**src/rtl/dmem_arbiter_if.sv**
```systemverilog
// Bus bundle for dmem_arbiter: CPU write/read channels, loader channel and the RAM port.
// The slave modport is the arbiter's view; master is the surrounding system's view.
interface dmem_arbiter_if #(
   parameter int AW = 16,
   parameter int DW = 16
);
   logic          WRV;
   logic [AW-1:0] DMAW;
   logic [DW-1:0] DMO;
   logic          WDONE;
   logic          RDV;
   logic          DMS;
   logic [AW-1:0] DMAR;
   logic [DW-1:0] DMI;
   logic          DMIE;
   logic          LDV;
   logic          LDWE;
   logic [AW-1:0] LDA;
   logic [DW-1:0] LDD;
   logic [DW-1:0] LDQ;
   logic          LDDONE;
   logic [AW-1:0] RAM_A;
   logic [DW-1:0] RAM_WD;
   logic          RAM_EN;
   logic          RAM_WE;
   logic [DW-1:0] RAM_RD;
   logic          BUSY;
   logic [1:0]    GNT_ID;

   modport slave (
      input  WRV, DMAW, DMO, RDV, DMS, DMAR, LDV, LDWE, LDA, LDD, RAM_RD,
      output WDONE, DMI, DMIE, LDQ, LDDONE, RAM_A, RAM_WD, RAM_EN, RAM_WE, BUSY, GNT_ID
   );

   modport master (
      output WRV, DMAW, DMO, RDV, DMS, DMAR, LDV, LDWE, LDA, LDD, RAM_RD,
      input  WDONE, DMI, DMIE, LDQ, LDDONE, RAM_A, RAM_WD, RAM_EN, RAM_WE, BUSY, GNT_ID
   );
endinterface

```
**src/rtl/dmem_arbiter.sv**
```systemverilog
// Three-way arbiter/sequencer sharing one data-RAM port between CPU write, CPU read and loader.
// Define DMEM_ARB_RR_EN for round-robin arbitration; otherwise fixed priority CPU-W > CPU-R > L.
module dmem_arbiter #(
   parameter int AW = 16,
   parameter int DW = 16
) (
   input  logic           CLK,
   input  logic           RST,
   dmem_arbiter_if.slave  bus
);

   typedef enum logic [1:0] {IDLE, ACC, RD} state_t;

   localparam logic [1:0] ID_NONE = 2'd0;
   localparam logic [1:0] ID_CPUW = 2'd1;
   localparam logic [1:0] ID_CPUR = 2'd2;
   localparam logic [1:0] ID_LD   = 2'd3;

   state_t        r_state;
   state_t        w_state_nxt;
   logic [1:0]    r_owner;
   logic          r_we;
   logic [AW-1:0] r_ram_a;
   logic [DW-1:0] r_ram_wd;
   logic [DW-1:0] r_dmi;
   logic [DW-1:0] r_ldq;
   logic          r_wdone;
   logic          r_dmie;
   logic          r_lddone;

   logic [2:0]    w_req;
   logic [1:0]    w_start;
   logic [1:0]    w_gnt;
   logic [AW-1:0] w_sel_a;
   logic [DW-1:0] w_sel_wd;
   logic          w_sel_we;

   // A requester whose done pulse is up is still holding its level request; skip it this cycle.
   assign w_req = {bus.LDV & ~r_lddone, bus.RDV & bus.DMS & ~r_dmie, bus.WRV & ~r_wdone};

   // Scan the three requesters cyclically from index 'start'; returns the owner id or ID_NONE.
   function automatic logic [1:0] f_pick(input logic [2:0] req, input logic [1:0] start);
      logic [1:0] idx;
      f_pick = ID_NONE;
      for (int k = 2; k >= 0; k--) begin
         idx = 2'((int'(start) + k) % 3);
         if (req[idx]) f_pick = idx + 2'd1;
      end
   endfunction

`ifdef DMEM_ARB_RR_EN
   logic [1:0] r_last;

   assign w_start = (r_last == ID_LD) ? 2'd0 : r_last;

   always_ff @(posedge CLK or posedge RST) begin
      if (RST)                                     r_last <= ID_LD;
      else if (r_state == IDLE && w_gnt != ID_NONE) r_last <= w_gnt;
   end
`else
   assign w_start = 2'd0;
`endif

   assign w_gnt = (r_state == IDLE) ? f_pick(w_req, w_start) : ID_NONE;

   // NOTE: every variable written here gets a default first so no latch is inferred.
   always_comb begin
      w_sel_a  = r_ram_a;
      w_sel_wd = r_ram_wd;
      w_sel_we = 1'b0;
      case (w_gnt)
         ID_CPUW: begin w_sel_a = bus.DMAW; w_sel_wd = bus.DMO; w_sel_we = 1'b1;     end
         ID_CPUR: begin w_sel_a = bus.DMAR;                                           end
         ID_LD:   begin w_sel_a = bus.LDA;  w_sel_wd = bus.LDD; w_sel_we = bus.LDWE; end
         default: ;
      endcase
   end

   always_comb begin
      w_state_nxt = r_state;
      case (r_state)
         IDLE:    if (w_gnt != ID_NONE) w_state_nxt = ACC;
         ACC:     w_state_nxt = r_we ? IDLE : RD;
         RD:      w_state_nxt = IDLE;
         default: w_state_nxt = IDLE;
      endcase
   end

   // NOTE: sequential state uses non-blocking assignments so all flops update from pre-edge values.
   always_ff @(posedge CLK or posedge RST) begin
      if (RST) r_state <= IDLE;
      else     r_state <= w_state_nxt;
   end

   always_ff @(posedge CLK or posedge RST) begin
      if (RST) begin
         r_owner  <= ID_NONE;
         r_we     <= 1'b0;
         r_ram_a  <= '0;
         r_ram_wd <= '0;
         r_dmi    <= '0;
         r_ldq    <= '0;
         r_wdone  <= 1'b0;
         r_dmie   <= 1'b0;
         r_lddone <= 1'b0;
      end else begin
         r_wdone  <= 1'b0;
         r_dmie   <= 1'b0;
         r_lddone <= 1'b0;
         case (r_state)
            IDLE: begin
               if (w_gnt != ID_NONE) begin
                  r_owner  <= w_gnt;
                  r_we     <= w_sel_we;
                  r_ram_a  <= w_sel_a;
                  r_ram_wd <= w_sel_wd;
               end
            end
            ACC: begin
               if (r_we) begin
                  r_wdone  <= (r_owner == ID_CPUW);
                  r_lddone <= (r_owner == ID_LD);
                  r_owner  <= ID_NONE;
               end
            end
            RD: begin
               if (r_owner == ID_CPUR) begin
                  r_dmi  <= bus.RAM_RD;
                  r_dmie <= 1'b1;
               end else begin
                  r_ldq    <= bus.RAM_RD;
                  r_lddone <= 1'b1;
               end
               r_owner <= ID_NONE;
            end
            default: r_owner <= ID_NONE;
         endcase
      end
   end

   assign bus.RAM_A  = r_ram_a;
   assign bus.RAM_WD = r_ram_wd;
   assign bus.RAM_EN = (r_state == ACC);
   assign bus.RAM_WE = (r_state == ACC) & r_we;
   assign bus.BUSY   = (r_state != IDLE);
   assign bus.GNT_ID = r_owner;
   assign bus.DMI    = r_dmi;
   assign bus.DMIE   = r_dmie;
   assign bus.LDQ    = r_ldq;
   assign bus.LDDONE = r_lddone;
   assign bus.WDONE  = r_wdone;

endmodule

```
**src/flat_wrapper.sv**
```systemverilog
// flat-port wrapper written by rule: the top's interface ports become plain ports
module dmem_arbiter_flat 
#(
   parameter int AW = 16,
   parameter int DW = 16
)
  (CLK, RST, bus_WRV, bus_DMAW, bus_DMO, bus_RDV, bus_DMS, bus_DMAR, bus_LDV, bus_LDWE, bus_LDA, bus_LDD, bus_RAM_RD, bus_WDONE, bus_DMI, bus_DMIE, bus_LDQ, bus_LDDONE, bus_RAM_A, bus_RAM_WD, bus_RAM_EN, bus_RAM_WE, bus_BUSY, bus_GNT_ID);
  dmem_arbiter_if #(.AW(AW), .DW(DW)) bus_i ();
  input  logic CLK;
  input  logic RST;
  input wire logic [$bits(bus_i.WRV)-1:0] bus_WRV;
  input wire logic [$bits(bus_i.DMAW)-1:0] bus_DMAW;
  input wire logic [$bits(bus_i.DMO)-1:0] bus_DMO;
  input wire logic [$bits(bus_i.RDV)-1:0] bus_RDV;
  input wire logic [$bits(bus_i.DMS)-1:0] bus_DMS;
  input wire logic [$bits(bus_i.DMAR)-1:0] bus_DMAR;
  input wire logic [$bits(bus_i.LDV)-1:0] bus_LDV;
  input wire logic [$bits(bus_i.LDWE)-1:0] bus_LDWE;
  input wire logic [$bits(bus_i.LDA)-1:0] bus_LDA;
  input wire logic [$bits(bus_i.LDD)-1:0] bus_LDD;
  input wire logic [$bits(bus_i.RAM_RD)-1:0] bus_RAM_RD;
  output wire logic [$bits(bus_i.WDONE)-1:0] bus_WDONE;
  output wire logic [$bits(bus_i.DMI)-1:0] bus_DMI;
  output wire logic [$bits(bus_i.DMIE)-1:0] bus_DMIE;
  output wire logic [$bits(bus_i.LDQ)-1:0] bus_LDQ;
  output wire logic [$bits(bus_i.LDDONE)-1:0] bus_LDDONE;
  output wire logic [$bits(bus_i.RAM_A)-1:0] bus_RAM_A;
  output wire logic [$bits(bus_i.RAM_WD)-1:0] bus_RAM_WD;
  output wire logic [$bits(bus_i.RAM_EN)-1:0] bus_RAM_EN;
  output wire logic [$bits(bus_i.RAM_WE)-1:0] bus_RAM_WE;
  output wire logic [$bits(bus_i.BUSY)-1:0] bus_BUSY;
  output wire logic [$bits(bus_i.GNT_ID)-1:0] bus_GNT_ID;
  assign bus_i.WRV = bus_WRV;
  assign bus_i.DMAW = bus_DMAW;
  assign bus_i.DMO = bus_DMO;
  assign bus_i.RDV = bus_RDV;
  assign bus_i.DMS = bus_DMS;
  assign bus_i.DMAR = bus_DMAR;
  assign bus_i.LDV = bus_LDV;
  assign bus_i.LDWE = bus_LDWE;
  assign bus_i.LDA = bus_LDA;
  assign bus_i.LDD = bus_LDD;
  assign bus_i.RAM_RD = bus_RAM_RD;
  assign bus_WDONE = bus_i.WDONE;
  assign bus_DMI = bus_i.DMI;
  assign bus_DMIE = bus_i.DMIE;
  assign bus_LDQ = bus_i.LDQ;
  assign bus_LDDONE = bus_i.LDDONE;
  assign bus_RAM_A = bus_i.RAM_A;
  assign bus_RAM_WD = bus_i.RAM_WD;
  assign bus_RAM_EN = bus_i.RAM_EN;
  assign bus_RAM_WE = bus_i.RAM_WE;
  assign bus_BUSY = bus_i.BUSY;
  assign bus_GNT_ID = bus_i.GNT_ID;
  dmem_arbiter #(.AW(AW), .DW(DW)) u_core (.CLK(CLK), .RST(RST), .bus(bus_i));
endmodule
```
**config.mk**
```make
export PLATFORM = sky130hd
export DESIGN_NAME = dmem_arbiter_flat
export DESIGN_NICKNAME = d
export VERILOG_FILES = /design/src/rtl/dmem_arbiter_if.sv /design/src/rtl/dmem_arbiter.sv /design/src/flat_wrapper.sv
export SDC_FILE = /design/constraint.sdc
export NUM_CORES = 1
export LEC_CHECK = 0
export CAP_MARGIN = 20
export CELL_PAD_IN_SITES_DETAIL_PLACEMENT = 0
export CELL_PAD_IN_SITES_GLOBAL_PLACEMENT = 1
export CORE_ASPECT_RATIO = 1.75
export CORE_MARGIN = 2
export CORE_UTILIZATION = 29
export CTS_BUF_LIST = sky130_fd_sc_hd__clkbuf_16
export CTS_CLUSTER_DIAMETER = 60
export DETAILED_ROUTE_END_ITERATION = 8
export PLACE_DENSITY = 0.91
export RECOVER_POWER = 50
export REMOVE_ABC_BUFFERS = 1
export SYNTH_ARGS = -nofsm -noshare
export SYNTH_HDL_FRONTEND = slang
export SYNTH_SLANG_ARGS = --single-unit
```
**constraint.sdc**
```tcl
create_clock -name CLK -period 3.1 [get_ports CLK]
set_clock_uncertainty 0.2 [all_clocks]
set_input_delay 0.62 -clock CLK [delete_from_list [all_inputs] [get_ports CLK]]
set_output_delay 0.62 -clock CLK [all_outputs]
set_load 0.01 [all_outputs]
```
**Yosys cells after proc, flatten, opt, wreduce, memory -nomap -nowiden**

Cells that the tools add are included.

- Output and inout port bits: 72
- Logic and storage cells: 60
- ROM bits: 0
- Memories kept: 0
- RAM bits: 0
- Bits in latches: 0
- Input port bits: 103
- Bits in registers: 72

- Mux-type cells: 20
- Shifts and indexed selects: 0
- Multipliers: 0
- Bitwise gates (word level): 9
- Add/sub/neg operators: 0
- Equality and inequality tests: 10
- Reduce and logical (&&, ||, !) cells: 11
- Divide/modulo/power cells: 0
- $lt $le $gt $ge: 0

Operators by type and width:

| kind | count |
|---|---|
| $pmux 16 s3 | 1 |
| $pmux 16 s2 | 1 |
| $mux 2 | 8 |
| $eq 2x2->1 const B | 5 |
| $pmux 2 s2 | 2 |
| $reduce_and 2->1 | 4 |
| $eq 2x1->1 const B | 3 |
| $mux 1 | 6 |
| $reduce_and 3->1 | 2 |
| $reduce_bool 2->1 | 3 |
| $and 1x1->1 | 5 |
| $not 1->1 | 4 |
| $pmux 1 s2 | 2 |
| $reduce_bool 3->1 | 1 |
| $logic_not 2->1 | 1 |
| $ne 2x1->1 const B | 1 |
| $ne 2x2->1 const B | 1 |

**Depth between registers and ports, before layout**

- Depth in word-level cells: 9
- Gate-level depth with buffers: 8
- Gate-level depth less buffers: 6

**Worst setup path before layout**

OpenSTA, ideal clock, no wires.

- Kind: register -> register
- Start point: register u_core.r_state[0]
- End point: register u_core.r_ram_a[0] (netlist: u_core.bus.RAM_A[0])
- Slack: 1147 ps
- Required time: 2775 ps
- Arrival time: 1628 ps
- Period minus slack after synthesis: 1953 ps
- Stages on the path, launching flop included: 9
- Setup time: 125 ps
- Path buffers: 2
- Cells stage by stage: dfrtp_1 inv_1 ha_1 inv_2 a221o_1 buf_6 buf_6 a22oi_2 a21oi_1

- Longest elaborated chain between the ends: 5
- Elaborated cells between the ends (all ways): 9
- Classes of those cells: eq/ne: 3; mux: 2; reduce/logical: 4

Ends and longest elaborated chain:

| element | RTL line | text |
|---|---|---|
| start: declaration | dmem_arbiter.sv:19 | `state_t r_state;` |
| start signal: assignment | dmem_arbiter.sv:92 | `else r_state <= w_state_nxt;` |
| $logic_not 2->1 (*) | dmem_arbiter.sv:64, dmem_arbiter.sv:110 |  |
| $mux 2 | dmem_arbiter.sv:64 | `assign w_gnt = (r_state == IDLE) ? f_pick(w_req, w_start) : ID_NONE;` |
| $eq 2x2->1 / $eq 2x1->1 (equally long branches) | dmem_arbiter.sv:71 | `case (w_gnt)` |
| $reduce_bool 3->1 (no source line) | - |  |
| $reduce_and 3->1 (no source line) | - |  |
| end signal: assignment | dmem_arbiter.sv:115 | `r_ram_a <= w_sel_a;` |
| end: declaration | dmem_arbiter.sv:23 | `logic [AW-1:0] r_ram_a;` |

Mark *: on every way between the ends. The rest lies on a longest branch, timed or not.
A chain may end at the register's enable or synchronous reset.

**Worst setup path after layout**

- Start point: register u_core.r_state[1]
- End point: output bus_RAM_WE

- Longest elaborated chain between the ends: 2

Ends and longest elaborated chain:

| element | RTL line | text |
|---|---|---|
| $eq 2x1->1 | dmem_arbiter.sv:144 | `assign bus.RAM_WE = (r_state == ACC) & r_we;` |
| $and 1x1->1 | dmem_arbiter.sv:144 |  |
| end: declaration | flat_wrapper.sv:30 | `output wire logic [$bits(bus_i.RAM_WE)-1:0] bus_RAM_WE;` |

No other way between the ends.

==> results_dict.tcl <==
set metrics [dict create \
    outcome "finished clean" \
    crit_required_ns 2.28 \
    num-fill-cells 960 \
    synth.avg_cell_area_um2 11.6 \
    gp_congestion 0.753 \
    portBuffers 174 \
    vias_per_cell 4.75 \
    rows 50 \
    dp.cells 571 \
    synthDominantAreaCellType "dfrtp_1" \
    synth_area_um2 3190 \
    cts_max_level 3 \
    worstSkewPairLatency_ns 0.32 \
    drive_gt1_frac 0.153 \
    track_usage 0.162 \
    worstHoldPathType "reg2reg" \
    worstSetupPathType "reg2out" \
    critPathMaxFanout 4 \
    setup_violations 0 \
    maxSlewHeadroom 0.323 \
    io_pins 175 \
    final_hold_viol_count 0 \
    wl_mm 9.71 \
    clock_sinks 72 \
    ant_nets 0 \
    grt_pass1_wl_mm 15.4 \
    grt_max_degree 40 \
    cpMaxStageDelayCell "clkdlybuf4s50_1" \
    dr.pass1.iters 4 \
    clk_pin_slew_ns 0.06 \
    drtIter0Drc 104 \
    cp.arrival_ns 1.78 \
    finalPower_mw 5.32 \
    die_h_um 143 \
    core_region_area_um2 10700 \
    async_flop_share 1.00 \
    via_count 2791 \
    slew_violations 0 \
    ir_drop_mv 0.559 \
    synth_edf_count 0 \
    synth-seq-cells 72 \
    tritoncts "yes" \
    start_util 0.298 \
    setup-tns-final_ns 0 \
    remaining_drc_errors 0 \
    slowest_delay_ns 0.56 \
    syn_to_final_growth_pct 67.5 \
    worst_setup_path_end_kind "output port" \
    ctsResizeCount 0 \
    synth_top_area_frac 0.565 \
    cts_buffers 9 \
    final_cells 587 \
    synthTopCellsByArea "dfrtp_1 (56%), mux2_2 (11%), a22oi_1 (5.2%), nand2_1 (4.5%), a22oi_2 (3.9%)" \
    grt_antenna_before_repair 0 \
    cts-root-buf "clkbuf_16" \
    synth_warnings 0 \
    worst_slew_pin_slew_ns 1.02 \
    die_width_um 83.3 \
    grt_pass1_vias 3042 \
    worst_setup_path_start_kind "register" \
    cts_buffer_depth 2 \
    power.density_nw_per_um2 996 \
    timing.max_cap.violations 0 \
    synth_cell_types 29 \
    fin_crit_ns 2.60 \
    synth_ff_type "dfrtp_1" \
    ys_seq_area_frac 0.565 \
    p_leak_nw 2.25 \
    post_cts_buffers 0 \
    dieArea_um2 11900 \
    synthCells 274 \
    max_freq_ghz 0.384 \
    rsz0062_at_grt "no" \
    fin_crit_sh 0.840 \
    antenna_cells 0 \
    wl_per_cell_um 16.5 \
    cts_hold_buf 0 \
    fin_util 0.500 \
    grt_overflow 0 \
    nets 559 \
    hpwl_mm 7.12 \
    path_cells "inv_1 > ha_1 > and2_0 > clkdlybuf4s50_1" \
]
==> critical path, delay by kind of cell, from the launching register on <==
kind	cells	cell delay, ns
DFF	1	0.38
and+or+nand+nor	1	0.20
buffers and inverters	2	0.68
adders and majority gates	1	0.20
==> synthesized netlist by cell type (all sizes together), types with 2 or more instances <==
cell,number
a22oi,32
mux2,32
nor2,18
buf,15
nor2b,2
nand2b,2
a31oi,2
ha,4
dfrtp,72
inv,8
nand2,38
o22ai,2
o21ai,18
a21oi,20
==> layer usage <==
metal / GRT usage / vias up / wire length (um) / share of wire
met3: 0.0497 / 10 / 687 / 0.071
met1: 0.178 / 1343 / 3550 / 0.37
met4: 0.0544 / 0 / 153 / 0.016
met2: 0.295 / 120 / 5320 / 0.55
li1: - / 1318 / - / -
met5: 0 / - / 0 / 0
==> report_power, final <==
part           internal (mW)  total [mW]  switching, mW  leakage (nW)
sequential              1.41        1.66          0.252         0.856
clock                  0.633        1.05          0.420         0.147
combinational           1.44        2.60           1.17          1.24
==> final cells by class <==
cell class	count	area (um^2)	area share
Inverter	8	30.0	0.00562
Sequential cell	72	1800	0.337
Clock inverter	7	77.6	0.0145
Tap cell	130	163	0.0304
Timing Repair Buffer	183	1800	0.337
Clock buffer	9	225	0.0421
Multi-Input combinational cell	178	1240	0.233
==> stage by stage <==
step	cell area, um^2	setup slack (ns)	hold WS [ns]
after detailed placement	5050	0.504	0.289
after floorplan	3080	0.455	0.311
after global placement	5050	0.624	0.285
after CTS	5350	0.479	0.308
after global routing	5340	0.370	0.321
final	5340	0.496	0.298
==> logic make-up after synthesis <==
| kind of cell | share of synthesized area |
|---|---|
| AOI/OAI and AO/OA | 0.168 |
| adders and majority gates | 0.0157 |
| buffers and inverters | 0.0455 |
| DFF | 0.565 |
| muxes | 0.113 |
| and+or+nand+nor | 0.0929 |
==> state kept, by name, summed over array words and instances, names as in the netlist <==
name	flops
u_core.bus.LDQ	16
u_core.bus.RAM_A	16
u_core.bus.DMI	16
u_core.r_state	2
u_core.bus.RAM_WD	16
u_core.bus.LDDONE	1
u_core.bus.GNT_ID	2
u_core.bus.DMIE	1
u_core.bus.WDONE	1
u_core.r_we	1
==> worst paths after layout <==
| kind | startpoint | endpoint | slack (ns) | cells after the start |
|---|---|---|---|---|
| max | u_core.r_state[1]$_DFFE_PP0P_ | bus_RAM_WE | 0.50 | 4 |
| min | u_core.bus.RAM_WD[15]$_DFFE_PP0P_ | u_core.bus.RAM_WD[15]$_DFFE_PP0P_ | 0.30 | 2 |
| max reg2reg | u_core.r_state[0]$_DFFE_PP0P_ | u_core.bus.DMI[14]$_DFFE_PP0P_ | 0.86 | 5 |
| min reg2reg | u_core.bus.RAM_WD[15]$_DFFE_PP0P_ | u_core.bus.RAM_WD[15]$_DFFE_PP0P_ | 0.30 | 2 |
| max in group asynchronous | RST | u_core.bus.RAM_A[3]$_DFFE_PP0P_ | 1.20 | 3 |
| min in group asynchronous | RST | u_core.bus.DMI[0]$_DFFE_PP0P_ | 0.66 | 3 |
==> placed cells by master, fill, tap and decap left out, types with 3 or more instances in the layout <==
master | Yosys | routed
inv_6 | 0 | 4
dlygate4sd3_1 | 0 | 6
clkbuf_16 | 0 | 9
o21ai_1 | 15 | 15
o21ai_0 | 3 | 3
mux2_2 | 32 | 32
a22oi_1 | 22 | 22
clkdlybuf4s50_1 | 0 | 168
a22oi_2 | 10 | 10
ha_1 | 4 | 4
dfrtp_1 | 72 | 72
buf_4 | 2 | 7
nand2_1 | 38 | 38
inv_1 | 7 | 7
nor2_1 | 18 | 18
a21oi_1 | 20 | 20
No activity file was read; power rests on OpenSTA's default activity.
